## src/rtl/fdc_wb_master.sv

```systemverilog
// Wishbone classic single-cycle initiator for the u765_wb FDC register slave.
// Each accepted CPU request becomes one bus read or write, ended by ACK or by a timeout.
module fdc_wb_master #(
  parameter int unsigned AW      = 3,
  parameter int unsigned DW      = 8,
  parameter int unsigned TIMEOUT = 16
) (
  input  logic          wb_clk_i,
  input  logic          wb_rst_i,
  input  logic          req_valid_i,
  output logic          req_ready_o,
  input  logic          req_we_i,
  input  logic [AW-1:0] req_adr_i,
  input  logic [DW-1:0] req_dat_i,
  output logic          rsp_done_o,
  output logic          rsp_err_o,
  output logic [DW-1:0] rsp_dat_o,
  output logic          wb_cyc_o,
  output logic          wb_stb_o,
  output logic          wb_we_o,
  output logic [AW-1:0] wb_adr_o,
  output logic [DW-1:0] wb_dat_o,
  input  logic [DW-1:0] wb_dat_i,
  input  logic          wb_ack_i
);

  localparam int unsigned CW = $clog2(TIMEOUT) + 1;

  typedef enum logic [1:0] {
    IDLE = 2'd0,
    BUS  = 2'd1,
    DONE = 2'd2
  } state_t;

  state_t          state_q, state_d;
  logic [CW-1:0]   cnt_q, cnt_d;
  logic            ready_d, cyc_d, we_d, done_d, err_d;
  logic [AW-1:0]   adr_d;
  logic [DW-1:0]   dat_d, rsp_dat_d;
  logic            accept_c, expire_c;

  assign accept_c = req_valid_i && req_ready_o;
  // Last cycle CYC may stay high without an ACK.
  assign expire_c = (cnt_q == CW'(TIMEOUT - 1));
  assign wb_stb_o = wb_cyc_o;

  // State register
  always_ff @(posedge wb_clk_i) begin
    if (wb_rst_i) state_q <= IDLE;
    else          state_q <= state_d;
  end

  // Next-state logic
  always_comb begin
    state_d = state_q;
    case (state_q)
      IDLE:    if (accept_c) state_d = BUS;
      BUS:     if (wb_ack_i || expire_c) state_d = DONE;
      DONE:    state_d = IDLE;
      default: state_d = IDLE;
    endcase
  end

  // Next values of the registered outputs and timeout counter
  always_comb begin
    ready_d   = (state_d == IDLE);
    cyc_d     = wb_cyc_o;
    we_d      = wb_we_o;
    adr_d     = wb_adr_o;
    dat_d     = wb_dat_o;
    done_d    = 1'b0;
    err_d     = 1'b0;
    rsp_dat_d = rsp_dat_o;
    cnt_d     = cnt_q;
    case (state_q)
      IDLE: begin
        if (accept_c) begin
          cyc_d = 1'b1;
          we_d  = req_we_i;
          adr_d = req_adr_i;
          dat_d = req_dat_i;
          cnt_d = '0;
        end
      end
      BUS: begin
        // ACK takes priority over a simultaneous expiry.
        if (wb_ack_i) begin
          cyc_d  = 1'b0;
          done_d = 1'b1;
          if (!wb_we_o) rsp_dat_d = wb_dat_i;
        end else if (expire_c) begin
          cyc_d  = 1'b0;
          done_d = 1'b1;
          err_d  = 1'b1;
          if (!wb_we_o) rsp_dat_d = {DW{1'b1}};
        end else begin
          cnt_d = cnt_q + CW'(1);
        end
      end
      default: cyc_d = 1'b0;
    endcase
  end

  // Output and counter registers
  always_ff @(posedge wb_clk_i) begin
    if (wb_rst_i) begin
      req_ready_o <= 1'b1;
      wb_cyc_o    <= 1'b0;
      wb_we_o     <= 1'b0;
      wb_adr_o    <= '0;
      wb_dat_o    <= '0;
      rsp_done_o  <= 1'b0;
      rsp_err_o   <= 1'b0;
      rsp_dat_o   <= '0;
      cnt_q       <= '0;
    end else begin
      req_ready_o <= ready_d;
      wb_cyc_o    <= cyc_d;
      wb_we_o     <= we_d;
      wb_adr_o    <= adr_d;
      wb_dat_o    <= dat_d;
      rsp_done_o  <= done_d;
      rsp_err_o   <= err_d;
      rsp_dat_o   <= rsp_dat_d;
      cnt_q       <= cnt_d;
    end
  end

endmodule
```

## config.mk

```make
export PLATFORM = sky130hd
export DESIGN_NAME = fdc_wb_master
export DESIGN_NICKNAME = d
export VERILOG_FILES = /design/src/rtl/fdc_wb_master.sv
export SDC_FILE = /design/constraint.sdc
export NUM_CORES = 1
export LEC_CHECK = 0
export CAP_MARGIN = 10
export CORE_MARGIN = 5
export CORE_UTILIZATION = 43
export CTS_BUF_LIST = sky130_fd_sc_hd__clkbuf_2
export DETAILED_ROUTE_END_ITERATION = 7
export GPL_TIMING_DRIVEN = 0
export PLACE_DENSITY = 0.86
export REMOVE_ABC_BUFFERS = 1
export SLEW_MARGIN = 20
export SYNTH_ARGS = -nofsm -noshare
export SYNTH_HDL_FRONTEND = slang
export SYNTH_SLANG_ARGS = --single-unit
```

## constraint.sdc

```tcl
create_clock -name wb_clk_i -period 3.08 [get_ports wb_clk_i]
set_clock_uncertainty 0.15 [all_clocks]
set_input_delay 0.77 -clock wb_clk_i [delete_from_list [all_inputs] [get_ports wb_clk_i]]
set_output_delay 0.77 -clock wb_clk_i [all_outputs]
set_load 0.05 [all_outputs]
```

# == After elaboration in Yosys (flattened, before gate mapping) ==
# Index checks and enable logic that the tools add are counted.
# word_totals
register_bits,31
input_bits,24
output_inout_bits,25
elab_cells,49
# op_classes
addsub,1
n_eq_ne,8
muxes,17
bitwise,1
n_reduce_logical,12
# op_table
operator,n
two-way mux 8 bit,4
two-way mux 5 bit,3
inequality test 2 bit (second input constant),5
case mux 5 bit (2 select lines),1
AND reduction 4 bit,2
adder 5 x 1 -> 5 bit (second input constant),1
equality test 5 x 4 -> 1 bit (second input constant),1
two-way mux 1 bit,5
logical NOT 2 bit,2
two-way mux 2 bit,2
case mux 2 bit (2 select lines),1
AND reduction 2 bit,2
nonzero test 2 bit,2
inequality test 3 bit (second input constant),1
OR reduction 3 bit,1
equality test 2 x 1 -> 1 bit (second input constant),1
case mux 1 bit (2 select lines),1
OR reduction 2 bit,1
logical AND 1 bit,1
logical OR 1 bit,1
inverter 1 bit,1

# == Logic depth before layout (Yosys ltp) ==
# Gate-level depths: netlist (run 1).
# logic_depth
depth_word,5
depth_mapped,7
ltp_nobuf,6

# == Least setup slack after synthesis (run 1) ==
# OpenSTA, ideal clock, no wires.
# synth_timing
path_type,register to register
from,register cnt_q[0]
to,register cnt_q[3]
setup_ns,0.080
t_arrival_ns,2.033
required_ns,2.850
path_slack_ns,0.817
path_stages_with_launch,8
n_path_buf,1
period_less_slack_ns,2.263
path_cell_list,dfxtp_1 -> ha_1 -> and3_1 -> ha_1 -> or4b_1 -> buf_2 -> or3_1 -> a211oi_2
# synth_between
elab_cells_between_ends,7
classes_between,add/sub (1); eq/ne (2); mux (3); reduce/logical (1)
# synth_lines
element,line,text
from (decl),36,"logic [CW-1:0] cnt_q, cnt_d;"
from (signal assigned),125,cnt_q <= cnt_d;
equality test 5 x 4 -> 1 bit,44,assign expire_c = (cnt_q == CW'(TIMEOUT - 1));
named net expire_c,40,"logic accept_c, expire_c;"
inequality test 2 bit (no source line),-,
AND reduction 4 bit (no source line),-,
# The timed path passes the listed nets, and every way through them passes these cells. The select of a mux whose other input is x is not followed.
# A chain may end at the register's enable or synchronous reset.

# == Worst setup path after layout (run 1) ==
# layout_timing
from,register req_ready_o
to,output req_ready_o
# layout_lines
element,line,text
from (decl),11,"output logic req_ready_o,"
from (signal assigned),117,req_ready_o <= ready_d;
# No word-level cell between the ends.

==> summary.txt, run 1 <==
CTS
  – Htree depth: 2
  – Clk root buf: clkbuf_2
  – Clk pin slew, worst setup/hold paths: ~150 ps
  – CTS tree: built
  – Clk_lat worst skew: 360 ps
  – Cts bufs inserted: 5
  – Post-CTS Setup Bufs: 0
  – Clock Sinks: 31
  – Cts hold-fix bufs: 0
  – Clock Path Buffers: 2
  – # resized after CTS: 0

Detailed routing
  – Routed length per instance: ~14 um
  – Drt first pass iters: 4
  – WL final: 3.05 mm
  – Via count: around 1100
  – Vias/cell: 5.23
  – Remaining antenna violation count: 0
  – First DRT Iteration DRCs: 21
  – DRC Markers: 0

Synth
  – Post-Synth XOR/XNOR Area: 0
  – Complex-gate fraction of the synthesized area: 0.168
  – Syn Area/Cell: 8.67 um^2
  – Largest family of logic cells by synthesized area: simple AND/OR/NAND/NOR gates
  – Yosys top cell area share: 0.527
  – Seq/Total Area, Yosys: 0.527
  – Synth Register Bits: 31
  – Synthesized area: around 0.0012 mm^2
  – Mux share of post-synthesis cell area: 0
  – Most used DFF post-synth: dfxtp_1
  – Simple-gate share of the synthesized area: 0.248
  – Largest area contributor in the netlist: dfxtp_1
  – Number of synthesized flops with an enable pin: 0
  – Syn Inst Count: approximately 140
  – Area share of fa/ha/maj cells after synthesis: 0.0212
  – Synth top area cells: dfxtp_1, a21oi_1, nand2_1
  – Synth unique cells: 28
  – YS warnings: 0
  – Async set-or-reset flop fraction in the synthesized netlist: 0

Worst hold path
  – HP Class: flop to flop

Placed design
  – Placed cell count: 207
  – # port buffers: 48
  – DP HPWL: 2.27 mm
  – RePlAce Congestion: 0.673
  – Dpl cell area: 0.00168 mm^2

Global routing
  – Vias in the first global route: 1145
  – Largest net degree at the start of global routing: 24
  – Global-route wire length before repair: 5.03 mm
  – Grt ovf: 0
  – Initial antenna violation count: 0
  – Total GRT Usage: 0.162

Pwr
  – Clk pwr share: 0.224
  – P_int: 574 uW
  – Combinational power share: 0.262
  – Flop pwr share: 0.514
  – Net switching power figure: between 200 and 300 uW
  – Peak VDD IR: 441 uV
  – PwrDens: 500 mW/mm^2
  – Leakage: 0.626 nW
  – Sw Share: 0.332

Setup path
  – Critical Setup Path Class: flop to output pin
  – Required @ worst endpoint: roughly 2200 ps
  – CP arrival: 1570 ps
  – CP Cell Sequence: clkdlybuf4s50_1
  – Crit path buf inv count: 1
  – Slowest CP cell: clkdlybuf4s50_1
  – Slowest stage delay, CP: 830 ps
  – Startpoint types: flop
  – Top delay family on crit path: buffers and inverters
  – Crit-path max FO: 3
  – Endpoint class of the critical path: output pin

Floorplanning
  – FP Rows: 19
  – Starting Density: 0.439
  – IO Pins: 49
  – Core footprint: roughly 0.0027 mm^2
  – Die Footprint: ~0.0039 mm^2
  – Die height: approximately 62 um
  – Die W: 62.4 um

Timing
  – Fin. Hold Viols: 0
  – Max Fclk: 0.401 GHz
  – Final worst-path cycle share: 0.810
  – Setup tns final: 0 ps
  – Unrepaired setup endpoints after global routing: false
  – Slew Limit Fails: 0
  – Min Clock Period, post-route: 2490 ps
  – Slew Limit Headroom: 0.451
  – Slew @ Worst Pin: just over 800 ps
  – Setup-failing EPs final: 0

Final layout
  – Area Growth Syn to Fin: 45.8%
  – Nets@finish: 209
  – Final instance area: approximately 0.0017 mm^2
  – Fin cells: 215
  – Layout cell share with drive strength beyond 1: 0.0598
  – # fillers: 251
  – N_diodes: 0

Run
  – Max Cap Viol: 0

Run status
  – Status: finished, final reports clean
[cell usage after synthesis (all sizes together) (2+ instances only)]
master	n
nor3b	3
nand3	4
nor4b	2
nand4bb	2
dfxtp	31
nand2b	3
nand2	27
a21oi	23
inv	2
o21ai	9
buf	2
nor2	8
ha	2
clkbuf	6
[power groups by stage]
stage,clock network (mW),logic (mW),registers [mW]
2_1_floorplan,0,0.0520,0.526
3_3_place_gp,0,0.219,0.448
3_5_place_dp,0,0.225,0.450
4_1_cts,0.201,0.226,0.441
5_1_grt,0.219,0.240,0.445
6_report,0.193,0.225,0.441
[through the flow]
stage	hold WS (ps)	setup slack (ps)	util	total power, mW
2_1_floorplan	309	810	-	0.578
3_3_place_gp	291	-160	0.619	0.667
3_5_place_dp	299	294	0.625	0.675
4_1_cts	319	560	0.639	0.869
5_1_grt	337	508	0.639	0.904
6_report	318	586	0.639	0.859
[placed cells by master (no fill, tap or decap), drive strengths merged]
| master | n |
|---|---|
| clkdlybuf4s50 | 48 |
| dfxtp | 31 |
| nand2 | 27 |
| a21oi | 23 |
| o21ai | 9 |
| nor2 | 8 |
| clkbuf | 7 |
| nand3 | 4 |
| nand2b | 3 |
| nor3b | 3 |
| inv | 2 |
| nand4bb | 2 |
| nor4b | 2 |
| ha | 2 |
| and3 | 1 |
| nor4bb | 1 |
| or4b | 1 |
| or3 | 1 |
| a211oi | 1 |
| or3b | 1 |
| nand3b | 1 |
| a31oi | 1 |
| or2 | 1 |
| a221oi | 1 |
| nor3 | 1 |
| a41o | 1 |
| clkinv | 1 |
[per-layer routing]
layer / GRT usage / up-vias / part of all wire
met5: 0 / - / 0
met4: 0.0557 / 0 / 0.014
met3: 0.0757 / 5 / 0.068
met2: 0.307 / 31 / 0.54
met1: 0.147 / 521 / 0.38
li1: - / 567 / -
[final cells by class]
| class | instances | area, um^2 | share of cell area |
|---|---|---|---|
| flip-flops and latches | 31 | 621 | 0.361 |
| multi-input cells | 95 | 531 | 0.309 |
| repair buffers | 48 | 480 | 0.280 |
| well taps | 31 | 38.8 | 0.0226 |
| clock buffers | 7 | 35.0 | 0.0204 |
| inverters | 2 | 7.51 | 0.00437 |
| clock inverters | 1 | 5.00 | 0.00291 |
[flip-flops by register name (all words and copies together), names as in the netlist, 2 cells and up]
name,cells
rsp_dat_o,8
wb_dat_o,8
cnt_q,5
wb_adr_o,3
state_q,2
[worst paths after layout]
check	from	endpoint	slack, ps	cells past startpoint
worst max register to register	cnt_q[0]$_SDFFE_PP0P_	cnt_q[3]$_SDFFE_PP0P_	660	6
worst min register to register	wb_adr_o[2]$_SDFFE_PP0P_	wb_adr_o[2]$_SDFFE_PP0P_	320	2
worst min-delay path	wb_adr_o[2]$_SDFFE_PP0P_	wb_adr_o[2]$_SDFFE_PP0P_	320	2
worst max-delay path	req_ready_o$_SDFF_PP1_	req_ready_o	590	1
[kinds of logic (layout without fill, tap and decap cells)]
logic type	after synthesis	count (layout)
AND/OR/NAND/NOR	57	57
flip-flops	31	31
AO/OA/AOI/OAI	36	36
buffers and inverters	10	58
adder cells (fa/ha/maj)	2	2
Power figures use the tool's default switching activity.
==> run 2: changes to the inputs <==
==> constraint.sdc (replaced) <==
create_clock -name wb_clk_i -period 2.31 [get_ports wb_clk_i]
set_clock_uncertainty 0.15 [all_clocks]
set_input_delay 0.5775 -clock wb_clk_i [delete_from_list [all_inputs] [get_ports wb_clk_i]]
set_output_delay 0.5775 -clock wb_clk_i [all_outputs]
set_load 0.05 [all_outputs]
==> run 2 against run 1 <==
Net effect:
- sequential cell count is the same
- register-to-register slack lost 570 ps
- final cell count grew 0.47%
- clock-buffer cell count is the same
- worst hold slack lost 2.7 ps
==> summary.txt, run 2 (synthesized netlist as in run 1, its figures left out) <==
Worst hold path
  – Hold_sp: wb_adr_o[2]$_SDFFE_PP0P_
  – HP Class: flop to flop

Timing
  – Fin. Hold Viols: 0 (unchanged)
  – Max Fclk: 0.446 GHz
  – Setup-failing EPs final: 0 (unchanged)
  – Min Clock Period, post-route: 2240 ps
  – Slew @ Worst Pin: 835 ps (+13.4 ps)
  – Final worst-path cycle share: 0.970
  – Setup tns final: 0 ps (unchanged)
  – Worst hold margin: 315 ps (-2.74 ps)
  – Slew Limit Fails: 0 (unchanged)
  – Unrepaired setup endpoints after global routing: false
  – Slew Limit Headroom: 0.442 (-0.00952)

Floorplanning
  – Die height: 62.4 um (unchanged)
  – Die W: 62.4 um (unchanged)
  – Core footprint: 0.00269 mm^2 (unchanged)
  – FP Rows: 19 (unchanged)
  – Starting Density: 0.439 (unchanged)
  – IO Pins: 49 (unchanged)
  – Die Footprint: 0.00389 mm^2 (unchanged)

CTS
  – Cts bufs inserted: 5 (unchanged)
  – Clock Path Buffers: 2 (unchanged)
  – Htree depth: 2 (unchanged)
  – Clk root buf: clkbuf_2
  – Clock Sinks: 31 (unchanged)
  – Clk pin slew, worst setup/hold paths: 150 ps (about the same)
  – CTS tree: built
  – Clk_lat worst skew: 360 ps (about the same)

Global routing
  – Global-route wire length before repair: 5.05 mm (+0.40%)
  – Initial antenna violation count: 0 (unchanged)
  – Largest net degree at the start of global routing: 24 (unchanged)
  – Grt ovf: 0 (unchanged)
  – Total GRT Usage: 0.162 (+0.000749)
  – Vias in the first global route: 1138 (-0.61%)

Setup path
  – CP startpoint: wb_dat_o[5]$_SDFFE_PP0P_
  – Top delay family on crit path: buffers and inverters
  – CP Cell Sequence: clkdlybuf4s50_1
  – Endpoint class of the critical path: output pin
  – Crit-path max FO: 2 (-1)
  – Critical Setup Path Class: flop to output pin
  – Crit path buf inv count: 1 (unchanged)
  – Slowest stage delay, CP: 800 ps (-30 ps)
  – CP arrival: 1510 ps (-60 ps)
  – Slowest CP cell: clkdlybuf4s50_1
  – Reg2reg start: cnt_q[0]$_SDFFE_PP0P_
  – Required @ worst endpoint: 1580 ps (-580 ps)
  – CP endpoint: wb_dat_o[5]
  – Worst path depth: 1 (unchanged)
  – Reg-to-reg setup timing slack: 90 ps (-570 ps)
  – Reg2reg path depth: 6 (unchanged)
  – Startpoint types: flop
  – Reg2reg end: cnt_q[3]$_SDFFE_PP0P_

Placed design
  – Placed cell count: 207 (unchanged)
  – # port buffers: 48 (unchanged)
  – RePlAce Congestion: 0.673 (unchanged)
  – DP HPWL: 2.27 mm (unchanged)

Detailed routing
  – DRC Markers: 0 (unchanged)
  – Vias/cell: 5.21 (-0.37%)
  – Remaining antenna violation count: 0 (unchanged)
  – Via count: 1125 (+0.089%)
  – Routed length per instance: 14.4 um (+1.7%)
  – Drt first pass iters: 4 (unchanged)
  – WL final: 3.11 mm (+2.1%)
  – First DRT Iteration DRCs: 21 (unchanged)

Final layout
  – Nets@finish: 210 (+0.48%)
  – Layout cell share with drive strength beyond 1: 0.0919 (+0.0321)
  – # fillers: 233 (-7.2%)
  – Commonest non-fill, non-tap cell in the layout: dfxtp_1
  – Area Growth Syn to Fin: 51.5%
  – Top Registers: rsp_dat_o (8), wb_dat_o (8), cnt_q (5)
  – Area of the multi-input gates: 544 um^2 (+2.6%)
  – N_diodes: 0 (unchanged)
  – Storage cell area: 622 um^2 (+0.20%)
  – Commonest non-fill, non-tap cells in the layout: dfxtp_1, nand2_1, clkdlybuf4s50_1
  – Fin cells: 216 (+0.47%)

Pwr
  – Leakage: 0.953 nW (+52%)
  – PwrDens: 642 mW/mm^2 (+28%)
  – Peak VDD IR: 599 uV (+36%)

Run
  – Max Cap Viol: 0 (unchanged)

Run status
  – Status: finished, final reports clean
run 2: what timing repair did:
item | CTS | global route
buffers inserted | 1 | 0
hold buffers | 0 | 0
setup endpoints to repair | 3 | 20
resized for setup | 4 | 22
endpoints found under the hold margin | 0 | 0
pin swaps | 1 | 0
run 2: cell type report:
| class | instances | share of cell area |
|---|---|---|
| Clock buffer | 7 | 0.0196 |
| Clock inverter | 1 | 0.00280 |
| Inverter | 2 | 0.00420 |
| Multi-Input combinational cell | 95 | 0.305 |
| Sequential cell | 31 | 0.348 |
| Tap cell | 31 | 0.0217 |
| Timing Repair Buffer | 49 | 0.299 |
run 2: stage by stage:
stage	util	setup WS (ps)	total power, mW	area [um^2]
floorplan	-	41.7	0.770	1140
global placement	0.619	-737	0.889	1660
detailed placement	0.625	-284	0.900	1680
CTS	0.643	2.06	1.16	1730
global route	0.665	8.23	1.20	1790
finish	0.665	68.2	1.15	1790
run 2: how the worst min path moves through the flow:
| stage | slack [ps] | cells past startpoint | end |
|---|---|---|---|
| after floorplan | 310 | 2 | cnt_q[1]$_SDFFE_PP0P_ |
| after global placement | 290 | 2 | wb_dat_o[3]$_SDFFE_PP0P_ |
| after detailed placement | 300 | 2 | wb_adr_o[2]$_SDFFE_PP0P_ |
| after CTS | 320 | 2 | wb_adr_o[2]$_SDFFE_PP0P_ |
| after global routing | 330 | 2 | wb_adr_o[2]$_SDFFE_PP0P_ |
| final | 320 | 2 | wb_adr_o[2]$_SDFFE_PP0P_ |
run 2: report_power, final:
group | switching, mW | internal (mW)
logic | 0.185 | 0.113
registers | 0.0211 | 0.567
clock network | 0.177 | 0.0826
run 2: routing by layer:
layer / GRT usage / part of all wire / routed length [um] / up-vias
li1: - / - / - / 565
met1: 0.147 / 0.38 / 1170 / 527
met2: 0.310 / 0.55 / 1710 / 27
met3: 0.0757 / 0.060 / 188 / 6
met4: 0.0557 / 0.015 / 46 / 0
met5: 0 / 0 / 0 / -
